## src/rtl/bcd_count_sequencer_pkg.sv

```systemverilog
// Shared types and constants for the BCD stopwatch/timer sequencer.
package bcd_seq_pkg;
  typedef enum logic [1:0] {
    IDLE  = 2'd0,
    RUN   = 2'd1,
    PAUSE = 2'd2,
    DONE  = 2'd3
  } seq_state_e;

  localparam int BCD_MAX = 9;
  localparam int DIGIT_W = 4;
endpackage

```

## src/rtl/bcd_count_sequencer_tick_prescaler.sv

```systemverilog
// Divides the system clock down to one count tick every TICK_DIV running cycles.
module tick_prescaler #(
  parameter int TICK_DIV = 50_000_000
) (
  input  logic clk,
  input  logic reset,
  input  logic run,
  input  logic restart,
  output logic tick
);
  localparam int CW = (TICK_DIV > 2) ? $clog2(TICK_DIV) : 1;
  localparam logic [CW-1:0] LAST = CW'(TICK_DIV - 1);

  logic [CW-1:0] r_cnt;

  // restart dominates so a command cycle never leaks a tick
  assign tick = run && !restart && (r_cnt == LAST);

  always_ff @(posedge clk) begin
    if (reset) begin
      r_cnt <= '0;
    end else if (restart) begin
      r_cnt <= '0;
    end else if (run) begin
      r_cnt <= (r_cnt == LAST) ? '0 : r_cnt + CW'(1);
    end
  end
endmodule

```

## src/rtl/bcd_count_sequencer.sv

```systemverilog
// Start/pause/resume/clear sequencer for a two-digit BCD counter, stopping at a
// programmable target; drives the counter's enable and clear inputs.
module bcd_count_sequencer
  import bcd_seq_pkg::*;
#(
  parameter int TICK_DIV = 50_000_000,
  parameter int NBITS    = DIGIT_W
) (
  input  logic             clk,
  input  logic             reset,
  input  logic             start_stop,
  input  logic             clear,
  input  logic [NBITS-1:0] target_u,
  input  logic [NBITS-1:0] target_d,
  input  logic [NBITS-1:0] counter_u,
  input  logic [NBITS-1:0] counter_d,
  output logic             cnt_enable,
  output logic             cnt_clear,
  output logic             running,
  output logic             done
);
  localparam logic [NBITS-1:0] DIGIT_MAX = NBITS'(BCD_MAX);

  function automatic logic [NBITS-1:0] clamp_digit(input logic [NBITS-1:0] d);
    return (d > DIGIT_MAX) ? DIGIT_MAX : d;
  endfunction

  seq_state_e r_state;
  logic       r_ss_prev;
  logic       r_clr_prev;
  logic       r_cmp_vld_p1;
  logic       r_cnt_enable;
  logic       r_cnt_clear;
  logic       r_running;
  logic       r_done;

  logic w_ss_cmd;
  logic w_clr_cmd;
  logic w_match;
  logic w_cmp_hit;
  logic w_run;
  logic w_restart;
  logic w_tick;

  assign w_ss_cmd  = start_stop & ~r_ss_prev;
  assign w_clr_cmd = clear & ~r_clr_prev;
  assign w_match   = (counter_u == clamp_digit(target_u)) &&
                     (counter_d == clamp_digit(target_d));
  // counter feedback is only trusted the cycle after an enable pulse
  assign w_cmp_hit = r_cmp_vld_p1 && w_match && ((r_state == RUN) || (r_state == PAUSE));
  assign w_run     = (r_state == RUN);
  assign w_restart = w_clr_cmd || (w_ss_cmd && ((r_state == IDLE) || (r_state == DONE)));

  tick_prescaler #(
    .TICK_DIV(TICK_DIV)
  ) u_prescaler (
    .clk    (clk),
    .reset  (reset),
    .run    (w_run),
    .restart(w_restart),
    .tick   (w_tick)
  );

  always_ff @(posedge clk) begin
    if (reset) begin
      r_state      <= IDLE;
      r_ss_prev    <= 1'b1;
      r_clr_prev   <= 1'b1;
      r_cmp_vld_p1 <= 1'b0;
      r_cnt_enable <= 1'b0;
      r_cnt_clear  <= 1'b0;
      r_running    <= 1'b0;
      r_done       <= 1'b0;
    end else begin
      r_ss_prev    <= start_stop;
      r_clr_prev   <= clear;
      r_cmp_vld_p1 <= r_cnt_enable;
      r_cnt_enable <= 1'b0;
      r_cnt_clear  <= 1'b0;
      if (w_clr_cmd) begin
        r_state     <= IDLE;
        r_cnt_clear <= 1'b1;
        r_running   <= 1'b0;
        r_done      <= 1'b0;
      end else if (w_cmp_hit) begin
        r_state   <= DONE;
        r_running <= 1'b0;
        r_done    <= 1'b1;
      end else begin
        case (r_state)
          IDLE: begin
            if (w_ss_cmd) begin
              r_state   <= RUN;
              r_running <= 1'b1;
            end
          end
          RUN: begin
            r_cnt_enable <= w_tick;
            if (w_ss_cmd) begin
              r_state   <= PAUSE;
              r_running <= 1'b0;
            end
          end
          PAUSE: begin
            if (w_ss_cmd) begin
              r_state   <= RUN;
              r_running <= 1'b1;
            end
          end
          DONE: begin
            if (w_ss_cmd) begin
              r_state     <= RUN;
              r_cnt_clear <= 1'b1;
              r_running   <= 1'b1;
              r_done      <= 1'b0;
            end
          end
          default: begin
            r_state <= IDLE;
          end
        endcase
      end
    end
  end

  assign cnt_enable = r_cnt_enable;
  assign cnt_clear  = r_cnt_clear;
  assign running    = r_running;
  assign done       = r_done;
endmodule

```

## config.mk

```make
export PLATFORM = sky130hd
export DESIGN_NAME = bcd_count_sequencer
export DESIGN_NICKNAME = d
export VERILOG_FILES = /design/src/rtl/bcd_count_sequencer_pkg.sv /design/src/rtl/bcd_count_sequencer_tick_prescaler.sv /design/src/rtl/bcd_count_sequencer.sv
export SDC_FILE = /design/constraint.sdc
export NUM_CORES = 1
export LEC_CHECK = 0
export CORE_MARGIN = 4
export CORE_UTILIZATION = 25
export DETAILED_ROUTE_END_ITERATION = 12
export SLEW_MARGIN = 0
export SYNTH_ARGS = -nofsm -noshare
export SYNTH_HDL_FRONTEND = slang
export SYNTH_SLANG_ARGS = --single-unit
```

## constraint.sdc

```tcl
create_clock -name clk -period 2.12 [get_ports clk]
set_input_delay 0.636 -clock clk [delete_from_list [all_inputs] [get_ports clk]]
set_output_delay 0.636 -clock clk [all_outputs]
set_load 0.02 [all_outputs]
```

Yosys cells after proc, flatten, opt, wreduce, memory -nomap -nowiden
Cells that the tools add are included.
{"block": "word_totals", "register_bits": 35, "in_bits": 20, "output_inout_bits": 4}
{"block": "classes", "n_addsub": 1, "eq_ne": 10, "reduce_logical": 21, "mux": 16, "n_lt_le_gt_ge": 2, "n_bitwise": 5}
{"op": "$add A26 B1 Y26 const B", "count": 1}
{"op": "$eq A26 B26 Y1 const B", "count": 1}
{"op": "$mux W26", "count": 1}
{"op": "$eq A4 B4 Y1", "count": 2}
{"op": "$gt A4 B4 Y1 const B", "count": 2}
{"op": "$mux W1", "count": 8}
{"op": "$mux W4", "count": 2}
{"op": "$logic_and A1 B1 Y1", "count": 6}
{"op": "$mux W2", "count": 3}
{"op": "$reduce_and A2 Y1", "count": 3}
{"op": "$reduce_or A3 Y1", "count": 2}
{"op": "$eq A2 B2 Y1 const B", "count": 2}
{"op": "$pmux W2 S2", "count": 1}
{"op": "$reduce_bool A2 Y1", "count": 2}
{"op": "$reduce_or A2 Y1", "count": 2}
{"op": "$reduce_or A4 Y1", "count": 1}
{"op": "$logic_or A1 B1 Y1", "count": 3}
{"op": "$ne A3 B1 Y1 const B", "count": 1}
{"op": "$ne A3 B3 Y1 const B", "count": 1}
{"op": "$not A1 Y1", "count": 3}
{"op": "$and A1 B1 Y1", "count": 2}
{"op": "$eq A2 B1 Y1 const B", "count": 1}
{"op": "$logic_not A2 Y1", "count": 1}
{"op": "$ne A2 B1 Y1 const B", "count": 1}
{"op": "3 further kinds", "count": 3}

Logic depth before layout (Yosys ltp)
{"block": "logic_depth", "depth_word": 8, "ltp_mapped": 9, "ltp_nobuf": 7}

Hierarchy
Synthesis repeated with hierarchy kept, for this count alone.
{"block": "hier_totals", "hier_cells": 204, "hier_area_um2": 1814.2}
{"module": "tick_prescaler", "instances": 1, "seq_area_each_um2": 520.5, "cells_each": 149, "area_per_inst_um2": 1321.3}
{"module": "bcd_count_sequencer", "instances": 1, "seq_area_each_um2": 180.2, "cells_each": 55, "area_per_inst_um2": 493.0}

Worst setup path after synthesis
Ideal clock, no wire load.
{"block": "synth_timing", "kind": "input -> register", "start": "input port target_d[2]", "end": "register r_cnt_enable, in the netlist cnt_enable", "n_path_buf": 0, "setup_ns": 0.134, "required_ns": 1.986, "arrival_ns": 1.807, "slack_ns": 0.179, "path_stages": 5, "cell_sequence": "o21a_1 > nor3_1 > o211ai_1 > or4_1 > nor4b_1"}
{"block": "synth_via", "elab_chain_len": 7}
{"element": "from (decl)", "line": "bcd_count_sequencer.sv:14", "text": "input logic [NBITS-1:0] target_d,"}
{"element": "$gt A4 B4 Y1", "line": "bcd_count_sequencer.sv:25", "text": "return (d > DIGIT_MAX) ? DIGIT_MAX : d;"}
{"element": "$mux W4 *", "line": "bcd_count_sequencer.sv:25"}
{"element": "$eq A4 B4 Y1 *", "line": "bcd_count_sequencer.sv:48", "text": "(counter_d == clamp_digit(target_d));"}
{"element": "$logic_and A1 B1 Y1 *", "line": "bcd_count_sequencer.sv:47", "text": "assign w_match = (counter_u == clamp_digit(target_u)) &&"}
{"element": "$logic_and A1 B1 Y1 * (2 in a row)", "line": "bcd_count_sequencer.sv:50", "text": "assign w_cmp_hit = r_cmp_vld_p1 && w_match && ((r_state == RUN) || (r_state == PAUSE));"}
{"element": "$reduce_or A4 Y1 (no line) *"}
{"element": "to (signal assigned)", "line": "bcd_count_sequencer.sv:98", "text": "r_cnt_enable <= w_tick;"}
{"element": "to (decl)", "line": "bcd_count_sequencer.sv:32", "text": "logic r_cnt_enable;"}
Mark *: on every way between the ends. The rest lies on a longest branch, timed or not.
A chain may end at the register's enable or synchronous reset.

Worst setup path in the final report
Ends and elaborated chain as after synthesis.

==> results by stage <==
Power and ir drop:
- The power density of the placed cells is 565.9 nW/µm².
- Overall power consumption after layout is estimated at 1.323 mW.
- The reported leakage power is 0.8817 nW.
- The peak supply drop is ~0.00046 V.

Min path:
- The launch instance of the worst min-delay path is done.
- The type of the most critical hold path is flip-flop to flip-flop.
- The endpoint of the worst hold-timing path is done.
- Counting instances, the worst hold path has a depth of 2.

STA:
- Subtracting the final worst setup slack from the clock period gives 2052 ps.
- For the pin with the worst max-slew slack, the measured transition is 473.7 ps.
- Measured against its own limit, the worst slew margin works out to 0.6816.
- Setup repair after global routing left no endpoint under its margin.
- The setup slack of the critical path after layout is 67.52 ps.
- The worst clock skew on the final layout is 6.589 ps.
- In the finished design, the share of the clock period the worst path needs comes to 0.9682.
- The count of pins over their slew limit is 0.
- Adding up every negative setup slack in the final design gives 0 ps.
- The total setup violations reported at the end of the flow is 0.
- The total count of hold-check failures in the final report came to 0.
- The maximum clock rate is roughly 500 MHz.

Synthesis:
- Synthesis handed over a netlist of slightly below 200 instances.
- The net count after synthesis is 222.
- In the synthesized netlist the dominant register cell turns out to be dfxtp_1.
- The synthesized area per cell is approximately 8.8 µm².
- The fraction of registers with async set/reset is 0.
- In this run, synthesis inferred 0 flip-flops with an integrated enable.
- The post-synthesis cell type count is 41.
- By area the synthesized netlist is led by dfxtp_1 (40%), xor2_1 (9.5%), nor2_1 (6.7%), xnor2_1 (3.5%), a21oi_1 (2.9%).
- The post-synthesis sequential element count is 35.
- The share of synthesized area in the top cell type comes to 0.4017.
- Yosys printed 0 warnings.
- The summed instance area of the synthesized netlist is approximately 1700 µm².
- dfxtp_1 takes more of the synthesized area than any other cell.
- The register area share after synthesis is 0.4017.

Critical path:
- The sort of element at the end of the critical path is a flip-flop.
- The worst setup path is of the input pin to flip-flop kind.
- The register-to-register setup slack is 220 ps.
- In this run the critical register-to-register path is launched from r_state[1].
- At the worst endpoint, the arrival time is 2220 ps.
- The worst register-to-register path ends at cnt_enable.
- Of all nets on the critical path, the largest fanout is 5.
- The logic depth of the worst register-to-register path is 7.
- The data required time of the critical path is 2290 ps.
- The worst setup path is launched from an input pin.

Placed design:
- The quantity of I/O buffers inserted on ports is 23.
- Summed over all nets, the half-perimeter wirelength after detailed placement is between 2000 and 3000 µm.
- Prior to clock tree synthesis, the placed netlist has a worst setup slack of -420.7 ps.
- Routability-driven placement finished with a final weighted congestion of 0.7693.
- The cell total after placement is ~330.

Clock network:
- The clock transition at the registers of the reported paths is approximately 70 ps.
- The clock latency on the worst-skew pair is 290 ps.
- The tree is rooted in a clkbuf_8.
- The number of clock sinks seen by CTS is 35.
- Counting the buffers created by CTS gives 5.
- The H-tree generated during clock tree synthesis spans 2 levels.
- The clock passes through at most 2 buffers.
- The CTS tree is done.

Layout:
- The final cell count without fillers is 337.
- The share of final-layout standard cells stronger than drive strength 1 is 0.1535.
- From synthesis to final layout, the design area changed by 34.07%.
- In the layout the commonest cells are dfxtp_1 (35), nor2_1 (31), xor2_1 (18).
- Fill cells in the final layout number 696.
- The antenna diode instance count is 0.
- The number of nets in the final layout is 263.
- The library cell used most frequently in the layout, excluding fill and tap cells, is dfxtp_1.

Detailed routing:
- Summed over all nets, wire length on met2 after detailed routing comes to 1569 µm.
- The count of vias placed by the detailed router is between 1,000 and 1,500.
- The highest layer touched by signal routing is met4.
- The post-detailed-route wirelength per cell is between 10 and 15 µm.
- The violation count after the first detailed-routing iteration is 47.
- The vias per cell is about 4.3.
- The remaining antenna violation count is 0.
- The detailed-routing wirelength on met1 is 1888 µm.
- The routed length on met3 is 250 µm.
- For this block, the routed nets add up to 3744 µm of wire.
- For this run, the detailed router's first-pass iteration total came to 4.
- The number of design rule violations left after detail routing is 0.

Floorplanning:
- The floorplan has 30 rows.
- From left edge to right edge, the die measures 91.53 µm.
- The die area is approximately 8400 µm².
- The initial cell density of the core is 0.2567.
- The core region area is around 6800 µm².
- The I/O pin count is 24.
- The vertical die dimension is around 90 µm.

Run:
- Across the run, the number of max-cap violations was 0.

Global routing:
- The global-route wire length before repair is roughly 6400 µm.
- The number of antenna violations at the first check in global routing is 0.
- For this run the aggregate overflow at the end of global routing stands at 0.
- The number of global-route vias before repair is 1,442.
- The overall fraction of global-route tracks in use is 0.09298.
- Entering global routing, the biggest net connects 17 pins.

Status:
- The flow ran to the end, and the final reports show no timing, DRC or antenna violations.
what timing repair did:
item | 4_1_cts | 5_1_grt
pin swaps | 1 | 2
setup endpoints to repair | 5 | 5
buffers inserted | 0 | 0
gates resized for setup | 2 | 11
hold buffers | 0 | 0
where the power goes:
part / internal (mW) / total (mW) / switching [mW]
Sequential: 0.663 / 0.666 / 0.00314
Combinational: 0.0705 / 0.127 / 0.0565
Clock: 0.297 / 0.530 / 0.234
registers in the layout, indices dropped and copies added (netlist names):
signal             count
r_clr_prev             1
running                1
r_state                2
cnt_clear              1
done                   1
cnt_enable             1
r_ss_prev              1
r_cmp_vld_p1           1
u_prescaler.r_cnt     26
area by class of cell:
class / count / area (µm²) / area share
Inverter: 6 / 22.52 / 0.009631
Tap cell: 96 / 120.1 / 0.05136
Clock buffer: 8 / 100.1 / 0.04280
Timing Repair Buffer: 38 / 357.8 / 0.1530
Sequential cell: 35 / 700.7 / 0.2996
Multi-Input combinational cell: 154 / 1037 / 0.4436
layer usage:
metal,vias up,global-route usage
met5,-,0
met4,0,0.03015
met3,4,0.03065
met2,31,0.1430
met1,650,0.1220
li1,774,-
cells by family (layout without fill, tap and decap cells):
| group | after synthesis | count (layout) | share of synthesized area |
|---|---|---|---|
| XOR/XNOR | 26 | 26 | 0.1306 |
| flip-flops | 35 | 35 | 0.4017 |
| AND/OR/NAND/NOR | 99 | 99 | 0.3192 |
| adder cells (fa/ha/maj) | 3 | 3 | 0.02152 |
| AO/OA/AOI/OAI | 26 | 26 | 0.09971 |
| buffers and inverters | 10 | 52 | 0.02726 |
stage by stage:
step                      area, µm²  hold WS [ps]  utilization
after floorplan                1744         462.4            -
final                          2338         451.9       0.3442
after detailed placement       2182         444.7       0.3212
after CTS                      2291         454.6       0.3372
after global placement         2182         441.9       0.3212
after global routing           2338         502.4       0.3442
cell usage after synthesis, types with 3 or more instances:
cell type	n
dfxtp_1	35
nor2_1	31
xor2_1	19
nand2_1	12
a21oi_1	10
nand3_1	9
nand4_1	8
nand2b_1	7
xnor2_1	7
inv_1	6
nor2b_1	4
nor3_1	4
o211ai_1	4
or2_2	4
and4_1	3
ha_1	3
o21a_1	3
worst max-delay path by stage:
stage	from	end	depth (start not counted)
2_1_floorplan	target_d[2]	cnt_enable	5
5_1_grt	target_d[2]	cnt_enable	6
6_report	target_d[2]	cnt_enable	6
4_1_cts	target_d[3]	cnt_enable	6
3_5_place_dp	target_u[2]	cnt_enable	6
3_3_place_gp	target_u[2]	cnt_enable	6
critical path: stages:
cell             delay, ps
clkdlybuf4s50_1        440
xor2_1                 170
nor3_1                 130
a31oi_1                 90
or4_4                  590
nor4b_1                170
(Power assumes the default switching activity.)
